<file path="src/rtl/mul_seq_if.sv">
// Handshake and operand/result bundle for the sequential multiplier.
// master drives the request side; slave is the multiplier itself.
interface mul_seq_if #(
  parameter int WIDTH = 16
);
  logic               ready;
  logic               signed_mode;
  logic [WIDTH-1:0]   multiplier;
  logic [WIDTH-1:0]   multiplicand;
  logic               busy;
  logic               done;
  logic [2*WIDTH-1:0] product;
  logic               overflow;

  modport master (
    output ready, signed_mode, multiplier, multiplicand,
    input  busy, done, product, overflow
  );

  modport slave (
    input  ready, signed_mode, multiplier, multiplicand,
    output busy, done, product, overflow
  );
endinterface

</file>
<file path="src/rtl/mul_seq.sv">
// Shift-add sequential multiplier, signed/unsigned, WIDTH cycles per op.
// Define MUL_SEQ_EARLY_EN to finish as soon as the multiplier runs out of ones.
module mul_seq #(
  parameter int WIDTH = 16
) (
  input  logic     clk,
  input  logic     reset,
  mul_seq_if.slave bus
);
  localparam int PW = 2 * WIDTH;
  localparam int CW = $clog2(WIDTH);
  localparam logic [CW-1:0] CNT_LAST = CW'(WIDTH - 1);

  typedef enum logic [1:0] {
    IDLE,
    RUN,
    LAST
  } state_t;

  state_t state, state_nx;

  logic [WIDTH-1:0] mplr_q;
  logic [PW-1:0]    mcand_q;
  logic [PW-1:0]    acc_q;
  logic [CW-1:0]    cnt_q;
  logic             neg_q;
  logic [PW-1:0]    product_q;
  logic             ovf_q;

  logic [WIDTH-1:0] a_mag;
  logic [WIDTH-1:0] b_mag;
  logic             neg_nx;
  logic [PW-1:0]    acc_sum;
  logic [PW-1:0]    res;
  logic             ovf_nx;
  logic             last_edge;
  logic             mode_q;

  always_comb begin
    a_mag = bus.multiplier;
    b_mag = bus.multiplicand;
    if (bus.signed_mode && bus.multiplier[WIDTH-1])
      a_mag = -bus.multiplier;
    if (bus.signed_mode && bus.multiplicand[WIDTH-1])
      b_mag = -bus.multiplicand;
    // a zero operand always yields a positive result
    neg_nx = bus.signed_mode
           & (bus.multiplier[WIDTH-1] ^ bus.multiplicand[WIDTH-1])
           & (|a_mag) & (|b_mag);
  end

  always_comb begin
    acc_sum = acc_q + (mplr_q[0] ? mcand_q : '0);
    res     = neg_q ? -acc_sum : acc_sum;
    if (mode_q)
      ovf_nx = !((res[PW-1:WIDTH-1] == '0) ||
                 (res[PW-1:WIDTH-1] == '1));
    else
      ovf_nx = |res[PW-1:WIDTH];
`ifdef MUL_SEQ_EARLY_EN
    last_edge = (cnt_q == CNT_LAST) ||
                (mplr_q[WIDTH-1:1] == '0);
`else
    last_edge = (cnt_q == CNT_LAST);
`endif
  end

  always_ff @(posedge clk) begin
    if (!reset) state <= IDLE;
    else        state <= state_nx;
  end

  always_comb begin
    state_nx = state;
    case (state)
      IDLE:    if (bus.ready) state_nx = RUN;
      RUN:     if (last_edge) state_nx = LAST;
      LAST:    if (!bus.ready) state_nx = IDLE;
      default: state_nx = IDLE;
    endcase
  end

  always_ff @(posedge clk) begin
    if (!reset) begin
      mplr_q    <= '0;
      mcand_q   <= '0;
      acc_q     <= '0;
      cnt_q     <= '0;
      neg_q     <= 1'b0;
      mode_q    <= 1'b0;
      product_q <= '0;
      ovf_q     <= 1'b0;
    end else begin
      case (state)
        IDLE: begin
          if (bus.ready) begin
            mplr_q  <= a_mag;
            mcand_q <= {{WIDTH{1'b0}}, b_mag};
            acc_q   <= '0;
            cnt_q   <= '0;
            neg_q   <= neg_nx;
            mode_q  <= bus.signed_mode;
          end
        end
        RUN: begin
          acc_q   <= acc_sum;
          mplr_q  <= mplr_q >> 1;
          mcand_q <= mcand_q << 1;
          cnt_q   <= cnt_q + CW'(1);
          if (last_edge) begin
            product_q <= res;
            ovf_q     <= ovf_nx;
          end
        end
        default: ;
      endcase
    end
  end

  assign bus.busy     = (state == RUN);
  assign bus.done     = (state == LAST);
  assign bus.product  = product_q;
  assign bus.overflow = ovf_q;
endmodule

</file>
<file path="src/flat_wrapper.sv">
// flat-port wrapper written by rule: the top's interface ports become plain ports
module mul_seq_flat 
#(
  parameter int WIDTH = 16
)
  (clk, reset, bus_ready, bus_signed_mode, bus_multiplier, bus_multiplicand, bus_busy, bus_done, bus_product, bus_overflow);
  mul_seq_if #(.WIDTH(WIDTH)) bus_i ();
  input  logic clk;
  input  logic reset;
  input wire logic [$bits(bus_i.ready)-1:0] bus_ready;
  input wire logic [$bits(bus_i.signed_mode)-1:0] bus_signed_mode;
  input wire logic [$bits(bus_i.multiplier)-1:0] bus_multiplier;
  input wire logic [$bits(bus_i.multiplicand)-1:0] bus_multiplicand;
  output wire logic [$bits(bus_i.busy)-1:0] bus_busy;
  output wire logic [$bits(bus_i.done)-1:0] bus_done;
  output wire logic [$bits(bus_i.product)-1:0] bus_product;
  output wire logic [$bits(bus_i.overflow)-1:0] bus_overflow;
  assign bus_i.ready = bus_ready;
  assign bus_i.signed_mode = bus_signed_mode;
  assign bus_i.multiplier = bus_multiplier;
  assign bus_i.multiplicand = bus_multiplicand;
  assign bus_busy = bus_i.busy;
  assign bus_done = bus_i.done;
  assign bus_product = bus_i.product;
  assign bus_overflow = bus_i.overflow;
  mul_seq #(.WIDTH(WIDTH)) u_core (.clk(clk), .reset(reset), .bus(bus_i));
endmodule
</file>
<file path="config.mk">
export PLATFORM = sky130hd
export DESIGN_NAME = mul_seq_flat
export DESIGN_NICKNAME = d
export VERILOG_FILES = /design/src/rtl/mul_seq_if.sv /design/src/rtl/mul_seq.sv /design/src/flat_wrapper.sv
export SDC_FILE = /design/constraint.sdc
export NUM_CORES = 1
export LEC_CHECK = 0
export ABC_CLOCK_PERIOD_IN_PS = 5000
export CORE_ASPECT_RATIO = 0.8
export CORE_MARGIN = 2
export CORE_UTILIZATION = 60
export DETAILED_ROUTE_END_ITERATION = 16
export GPL_TIMING_DRIVEN = 1
export PLACE_DENSITY = 0.9
export SYNTH_ARGS = -nofsm -noshare
export SYNTH_HDL_FRONTEND = slang
export SYNTH_SLANG_ARGS = --single-unit
</file>
<file path="constraint.sdc">
create_clock -name clk -period 5 [get_ports clk]
set_clock_uncertainty 0.1 [all_clocks]
set_input_delay 1.5 -clock clk [delete_from_list [all_inputs] [get_ports clk]]
set_output_delay 1.5 -clock clk [all_outputs]
set_load 0.02 [all_outputs]
</file>
==> implementation parameters <==
Parameter                              Value

Finish
  Layout overhead on the synthesized area ... 15.3%
  Final Cell Area ... slightly above 10000 µm²
  Leading cell types in the layout, fill and taps excluded ... sky130_fd_sc_hd__nand2_1, sky130_fd_sc_hd__dfxtp_1, sky130_fd_sc_hd__and2_1
  Proportion of layout cells with a drive suffix above 1 ... 9.68%
  Final core utilization ... 70.7%
  Final Net Count ... approximately 1200
  Most common library cell in the layout ignoring fill and taps ... sky130_fd_sc_hd__nand2_1
  Number of fillers in the final layout ... about 1100
  Count of antenna diodes in the layout ... 0
  Cell Count, Final, Fillers Out ... roughly 1300

CTS
  Skew-Pair Late Insertion Delay ... about 420 ps
  TritonCTS clock tree ... yes
  Clock sink count ... ~120
  Cts bufs inserted ... 17
  H-tree depth ... 4
  Number of buffers between clock root and the deepest sink ... 2
  Clock slew at reported path FFs ... 60 ps
  Root buffer selected by CTS ... sky130_fd_sc_hd__clkbuf_16
  Hold buffers post-CTS ... 0

Timing
  Worst-Margin Slew ... ~1200 ps
  Final number of max-transition violations ... 0
  Shortest period the worst path allows ... 4820 ps
  Final setup violating endpoints ... 0
  Count of final hold-check violations ... 0
  Relative max-transition margin ... between 20% and 30%
  Share of the clock period used by the worst path after layout ... slightly below 100%
  Setup TNS ... 0 ps
  PnR worst setup slack ... roughly 180 ps
  Worst Hold Slack ... 362 ps
  Highest Clock Rate ... 207 MHz
  Setup repair after global routing missed its margin ... no

Pwr
  Sw Ratio ... 25.2%
  Part of the power in the clock network ... roughly 48%
  Power density over the cells ... 253 nW/µm²
  Flop pwr share ... 39.6%
  Sw power ... 0.642 mW
  Internal cell power ... around 1.9 mW
  Portion of total power attributed to combinational logic ... 12.3%
  Total power ... between 2 and 3 mW
  Maximum vdd drop ... approximately 0.22 mV
  Static Leakage ... between 4 and 5 nW

Yosys
  Most area-hungry cell type in the Yosys netlist ... sky130_fd_sc_hd__dfxtp_1
  Share of synthesized area occupied by flip-flops and latches ... approximately 28%
  Xor and xnor fraction of the mapped netlist area ... around 8%
  Post-synth design cell area ... 8730 µm²
  Post-synthesis cell type count ... 91
  Dominant combinational cell family by area after synthesis ... compound AO/OA/AOI/OAI gates
  Cell types occupying the most area after synthesis ... sky130_fd_sc_hd__dfxtp_1, sky130_fd_sc_hd__nand2_1, sky130_fd_sc_hd__and2_1
  Proportion of register bits with asynchronous set or reset after synthesis ... 0%
  Count of flip-flops with a built-in enable after synthesis ... 0
  Share of cell area taken by muxes after synthesis ... less than 1%
  Number of cells produced by synthesis ... 1098
  Area fraction of the dominant cell type after synthesis ... between 20% and 30%
  Synthesis Warnings ... 0
  Basic-gate share of the synthesized area counting and, or, nand and nor cells ... a little over a quarter
  Most used DFF post-synth ... sky130_fd_sc_hd__dfxtp_1
  Post-Syn Area per Cell ... slightly below 8 µm²
  Number of nets in the synthesized netlist ... roughly 1200
  Post-synthesis adder-cell area fraction ... between 5 and 6%
  Synthesized-area fraction occupied by ao, oa, aoi and oai cells ... 27.1%
  Register bit count reported by yosys ... ~120

Floorplan
  Die span in x ... about 140 µm
  Initial core utilization ... 61.3%
  Die span in y ... about 110 µm
  Core ar. ... 14200 µm²
  Placement Rows ... 39
  Top-Level Pins ... between 70 and 80
  Die area ... around 16000 µm²

Worst setup path
  Kind of launch point of the worst setup path ... flip-flop
  Data arrival at the endpoint of the critical path ... around 5000 ps
  Worst EP required ... ~5200 ps
  Element type at the critical path end ... flip-flop
  Crit path cell chain ... buf_4 > and2_1 > ha_1 > and4_4 > and3_4 > o211ai_2 > and3_4 > xnor2_2 > or4_4 > o41ai_1 > xor2_1 > or4_1 > nor4_1 > nand4b_1 > o211a_1
  Highest net fanout along the worst path ... 22
  Cell occurring most often along the worst timing path ... sky130_fd_sc_hd__and3_4
  Type of the worst setup path ... reg -> reg
  Highest cell delay on the worst timing path ... ~600 ps
  Worst-path cell with the longest stage delay ... sky130_fd_sc_hd__or4_1

GRT
  Total global-route track usage ... between 30% and 40%
  Overall overflow remaining after global route ... 0
  Via count of the first global-routing pass ... approximately 8100
  Antenna violations before repair ... 0
  First-pass GRT wire length ... between 30 and 40 mm
  Maximum number of pins on one net before global-route repair ... 76

Route
  Post-Route WL ... 23.5 mm
  Average detailed-routed wire length per instance ... between 15 and 20 µm
  Via Count ... around 8500
  Drc violations ... 0
  First-pass DRT Iterations ... 6
  Iteration-0 DRC Markers ... between 800 and 900
  Number of antenna-violating nets in the routed design ... 0
  Via-to-Cell Ratio ... between 6 and 7

Placement
  Global placer's final weighted congestion ... 0.966
  Placed instance area ... about 9400 µm²
  Number of port buffers ... 70
  Detailed placement HPWL ... roughly 16 mm
  Total placed cells including tap cells ... roughly 1300
  Worst slack, placed ... about 180 ps

Run
  Maximum Capacitance Violations ... 0

Hold path
  Path category of the worst min-delay check ... reg -> reg

Run status
  Run status ... finished clean
## timing repair
item | 4_1_cts | 5_1_grt
setup buffers | 0 | 2
setup endpoints to repair | 0 | 2
gates resized for setup | 0 | 7
## metal layers
layer	up-vias	track usage, %	part of all wire, %
met4	0	12.6	4.0
met1	4039	38.2	43
met2	323	51.2	47
met5	-	0	0
met3	84	5.81	6.1
li1	4036	-	-
## registers in the layout, indices dropped and copies added (netlist names)
signal / count
u_core.neg_q: 1
u_core.state: 2
u_core.cnt_q: 4
u_core.mplr_q: 16
u_core.bus.overflow: 1
u_core.bus.product: 32
u_core.acc_q: 32
u_core.mcand_q: 32
u_core.mode_q: 1
## cell families (layout without fill, tap and decap cells)
| group | Yosys count | in the layout |
|---|---|---|
| AND/OR/NAND/NOR | 446 | 446 |
| AO/OA/AOI/OAI | 327 | 327 |
| flip-flops | 121 | 121 |
| buffers and inverters | 88 | 137 |
| XOR/XNOR | 79 | 79 |
| adder cells (fa/ha/maj) | 36 | 36 |
| multiplexers | 1 | 1 |
## cells in the mapped netlist (13+ instances only)
| cell type | instances |
|---|---|
| sky130_fd_sc_hd__o211a_1 | 23 |
| sky130_fd_sc_hd__ha_1 | 35 |
| sky130_fd_sc_hd__nor3_1 | 14 |
| sky130_fd_sc_hd__a21oi_1 | 43 |
| sky130_fd_sc_hd__inv_1 | 14 |
| sky130_fd_sc_hd__nand3_1 | 60 |
| sky130_fd_sc_hd__a22oi_1 | 30 |
| sky130_fd_sc_hd__clkbuf_1 | 46 |
| sky130_fd_sc_hd__and2_1 | 74 |
| sky130_fd_sc_hd__a21boi_0 | 59 |
| sky130_fd_sc_hd__nor2_1 | 42 |
| sky130_fd_sc_hd__xor2_1 | 39 |
| sky130_fd_sc_hd__nand2_1 | 153 |
| sky130_fd_sc_hd__xnor2_1 | 38 |
| sky130_fd_sc_hd__dfxtp_1 | 121 |
| sky130_fd_sc_hd__o21ai_0 | 64 |
| sky130_fd_sc_hd__nand4_1 | 13 |
## final timing paths
check	startpoint	depth (start not counted)	to	slack (ps)
max reg2reg	u_core.mplr_q[0]	15	u_core.bus.overflow	180
min	u_core.bus.product[27]	2	u_core.bus.product[27]	360
max	u_core.mplr_q[0]	15	u_core.bus.overflow	180
min reg2reg	u_core.bus.product[27]	2	u_core.bus.product[27]	360
## critical path: cells and delay by family (launching register included)
family	cells	cell delay [ps]
buffers and inverters	1	210
AOI/OAI and AO/OA	3	720
DFF	1	370
adders and majority gates	1	530
xor gates and xnor gates	2	360
and+or+nand+nor	8	2410
## final cells by class
| type | instances | area [µm²] | area share, % |
|---|---|---|---|
| Inverter | 15 | 56.3 | 0.559 |
| Timing Repair Buffer | 92 | 861 | 8.55 |
| Sequential cell | 121 | 2420 | 24.1 |
| Tap cell | 184 | 230 | 2.29 |
| Clock buffer | 24 | 502 | 4.98 |
| Multi-Input combinational cell | 889 | 5910 | 58.7 |
| Clock inverter | 6 | 88.8 | 0.882 |
## power groups by stage
stage / registers, mW / clock network, mW / logic [mW]
floorplan: 1.02 / 0 / 0.205
global placement: 1.03 / 0 / 0.290
detailed placement: 1.03 / 0 / 0.297
CTS: 1.01 / 1.23 / 0.300
global route: 1.01 / 1.28 / 0.343
finish: 1.01 / 1.23 / 0.312
Note: power is estimated with default switching activity, not from simulation.
==> patch 1: new RTL, config.mk and constraints unchanged <==
Encoding of `state_t`: now one-hot (3 bits for 3 states).
--- a/src/rtl/mul_seq.sv
+++ b/src/rtl/mul_seq.sv
@@ -11,10 +11,10 @@
   localparam int CW = $clog2(WIDTH);
   localparam logic [CW-1:0] CNT_LAST = CW'(WIDTH - 1);
 
-  typedef enum logic [1:0] {
-    IDLE,
-    RUN,
-    LAST
+  typedef enum logic [2:0] {
+    IDLE = 3'b001,
+    RUN  = 3'b010,
+    LAST = 3'b100
   } state_t;
 
   state_t state, state_nx;
Check against the original RTL: no difference found for any inputs over 10 cycles, from zero or initial values and one cycle with reset low; not proved beyond that.
==> patch 1 against the unedited design <==
- routed wire length up 3.8%
- worst setup slack worse by 0.14 ns
- area after synthesis down 1.5%
- non-clock buffer count up 25
- power about the same
- combinational power down 11%
- sequential cell count up 1
- largest power group unchanged
- highest routed layer unchanged
- design area up 1.9%
- via count up 2.7%
==> patch 1: results (changes against the unedited design) <==
| Metric | Value |
|---|---|
| Non-clock buffer share | 0.102 (was 0.0855) |
| Vias in the first global route | 8229 (was 8112) |
| Layout clock buffers | 19 (was 24) |
| Seq/Total Area, Yosys | 0.284 (was 0.277) |
| Clk tree area frac | 0.0579 (was 0.0586) |
| Post-synth net total | 1177 (was 1170) |
| Crit path max-delay cell type | or4_4 (was or4_1) |
| WL met3 | 1290 um (was 1440 um) |
| Pre-CTS setup slack | -0.0165 ns (was 0.180 ns) |
| Maximum VDD drop | 0.263 mV (was 0.222 mV) |
| Fraction of area in multi-input gates | 0.574 (was 0.587) |
| Core area | 0.0142 mm2 (about the same) |
| Outcome | complete, no violations (unchanged) |
| Met2 wire length | 12000 um (was 11000 um) |
| Met1 global-route usage | 0.389 (was 0.382) |
| Hold Crit Endpoint | u_core.bus.product[2] (was u_core.bus.product[27]) |
| RePlAce Congestion | 0.917 (was 0.966) |
| HPWL Detailed | 16500 um (was 16400 um) |
| First-pass GRT wire length | 39100 um (was 39200 um) |
| Routed WL | 24400 um (was 23500 um) |
| CP max stage delay | 0.57 ns (was 0.59 ns) |
| Plain + repair buffers | 117 (was 92) |
| Pwr dens | 248 mW/mm2 (was 253 mW/mm2) |
| CP Max Fanout | 15 (was 22) |
| R2R setup slack | 0.04 ns (was 0.18 ns) |
patch 1: changes by cell type after synthesis, sizes merged, moves of 7 or more:
cell	change
and4	-7
and2	-12
o21ai	-10
a221oi	+8
clkbuf	+11
nand3	+14
nand2	-20
xnor2	+9
nor2	+20
patch 1: per-stage QoR:
stage               hold WS, ns  total power, W
floorplan                 0.349         0.00121
global placement          0.361         0.00129
detailed placement        0.363         0.00130
CTS                       0.378         0.00254
global route              0.403         0.00262
finish                    0.375         0.00254
patch 1: kinds of logic after synthesis:
group | share of synthesized area
simple gates | 0.261
compound gates | 0.264
flops | 0.284
buf+inv | 0.0429
xor+xnor | 0.0886
fa+ha+maj | 0.0533
mux | 0.00597
patch 1: what timing repair did:
item | CTS | global route
endpoints found under the setup margin | 1 | 2
resized for setup | 8 | 18
hold buffers | 0 | 0
pin swaps | 0 | 2
patch 1: report_power, final:
group          switching [W]  internal, W
logic               0.000165     0.000113
clock network       0.000488     0.000764
registers          0.0000197     0.000995
total               0.000673      0.00187
==> patch 2: new RTL, config.mk and constraints unchanged <==
Made on the original files. Add a define of `MUL_SEQ_EARLY_EN`.
--- a/src/rtl/mul_seq.sv
+++ b/src/rtl/mul_seq.sv
@@ -1,5 +1,7 @@
 // Shift-add sequential multiplier, signed/unsigned, WIDTH cycles per op.
 // Define MUL_SEQ_EARLY_EN to finish as soon as the multiplier runs out of ones.
+`define MUL_SEQ_EARLY_EN
+
 module mul_seq #(
   parameter int WIDTH = 16
 ) (
Behaviour: not the same (a bounded check fails within 4 cycles, from zero or initial values and one cycle with reset low).
==> patch 2 against the unedited design <==
- routed wire length grew 1.2%
- core utilization is 4.5 points higher
- worst setup slack better by 0.035 ns
- sequential cell count is the same
- power is 15% higher
- area after synthesis is 2.8% lower
- fmax rose by 0.73%
- design area grew 2.3%
==> patch 2: results (changes against the unedited design) <==
| Metric | Value |
|---|---|
| Pre-CTS setup slack | 0.0169 ns (was 0.180 ns) |
| Vias in the first global route | 7695 (was 8112) |
| Share of layout cells above drive strength 1 | 0.103 (was 0.0968) |
| Crit path max-delay cell type | or4b_1 (was or4_1) |
| Routed length per placed instance | 17.3 um (was 17.6 um) |
| Worst EP arrival | 4.98 ns (was 5.03 ns) |
| Number of gates resized after CTS | 1 (was 0) |
| Number of flops mapped to enable cells by yosys | 0 (unchanged) |
| Kind of cell adding the most delay to the critical path | simple AND/OR/NAND/NOR gates (unchanged) |
| P_leak | 4.16 nW (was 4.10 nW) |
| Maximum VDD drop | 0.304 mV (was 0.222 mV) |
| Clock Latency Late Sink | 0.43 ns |
| GRT Total Usage | 0.318 (was 0.303) |
| Max-slew violations | 0 (unchanged) |
| Htree depth | 4 (unchanged) |
| TritonRoute pass-1 iters | 7 (was 6) |
| Placed Area | 0.00953 mm2 (was 0.00944 mm2) |
| CP Max Fanout | 9 (was 22) |
| Synthesized area per cell | 7.65 um2 (was 7.95 um2) |
| Synth cell count leaders | nand2_1 (150), dfxtp_1 (121), o21ai_0 (68), nand3_1 (66), and2_1 (65) (was nand2_1 (153), dfxtp_1 (121), and2_1 (74), o21ai_0 (64), nand3_1 (60)) |
| Async S/R FF share, synth | 0 (unchanged) |
| Slew @ Worst Pin | 1.13 ns (was 1.16 ns) |
| Seq/Total Area, Yosys | 0.285 (was 0.277) |
| HPWL Detailed | 17000 um (was 16400 um) |
| Iter 0 DRT Violations | 921 (was 806) |
| First-pass GRT wire length | 37900 um (was 39200 um) |
| CP max stage delay | 0.56 ns (was 0.59 ns) |
| Post-CTS Setup Inserts | 0 (unchanged) |
| Final layout net count | 1250 (was 1208) |
| Avg Vias per Cell | 6.32 (was 6.37) |
| Synth area leaders | dfxtp_1 (29%), nand2_1 (6.6%), ha_1 (5.2%), a21boi_0 (5.0%), and2_1 (4.8%) (was dfxtp_1 (28%), nand2_1 (6.6%), and2_1 (5.3%), a21boi_0 (5.1%), ha_1 (5.0%)) |
| Largest net degree at the start of global routing | 64 (was 76) |
| Routed WL | 23800 um (was 23500 um) |
| Outcome | complete, no violations (unchanged) |
| Yosys cell types | 72 (was 91) |
| Reg2reg path depth | 15 (unchanged) |
| RePlAce Congestion | 0.974 (was 0.966) |
| Yosys warning count | 0 (unchanged) |
| Post-synth net total | 1182 (was 1170) |
| Placed insts | 1337 (was 1299) |
-- patch 2: cell types whose count changed after synthesis, moves of 7 or more --
| cell | delta |
|---|---|
| and2_1 | -9 |
| buf_6 | -9 |
| and4_1 | -7 |
| a21oi_1 | +12 |
| xnor2_1 | +8 |
| nor2_1 | +20 |
| clkbuf_1 | +16 |
-- patch 2: report_power, final --
part	total (W)	internal [W]	switching [W]
combinational	0.000526	0.000209	0.000317
clock	0.00136	0.000923	0.000440
sequential	0.00105	0.00101	0.0000364
total	0.00294	0.00215	0.000794
-- patch 2: layout make-up --
| cell class | instances | area, um2 |
|---|---|---|
| Multi-Input combinational cell | 898 | 5830 |
| Sequential cell | 121 | 2420 |
| Tap cell | 180 | 225 |
| Timing Repair Buffer | 122 | 1100 |
| Clock inverter | 6 | 133 |
| Clock buffer | 25 | 526 |
| Fill cell | 1022 | 3390 |
| Inverter | 18 | 67.6 |
-- patch 2: worst paths after layout --
path	to	slack, ns	start
max	u_core.bus.overflow	0.21	u_core.mplr_q[0]
min	u_core.mcand_q[22]	0.37	u_core.mcand_q[21]
max reg2reg	u_core.bus.overflow	0.21	u_core.mplr_q[0]
min reg2reg	u_core.mcand_q[22]	0.37	u_core.mcand_q[21]
-- patch 2: kinds of logic after synthesis --
family / synth area share
adder cells (fa/ha/maj): 0.0540
AO/OA/AOI/OAI: 0.273
buffers and inverters: 0.0413
multiplexers: 0.00265
flip-flops: 0.285
XOR/XNOR: 0.0815
AND/OR/NAND/NOR: 0.262
-- patch 2: metal layers --
metal,vias to the layer above,share of wire,track usage
met4,0,0.019,0.101
met1,4029,0.46,0.439
li1,4170,-,-
met3,52,0.089,0.0741
met2,406,0.44,0.494
met5,-,0,0
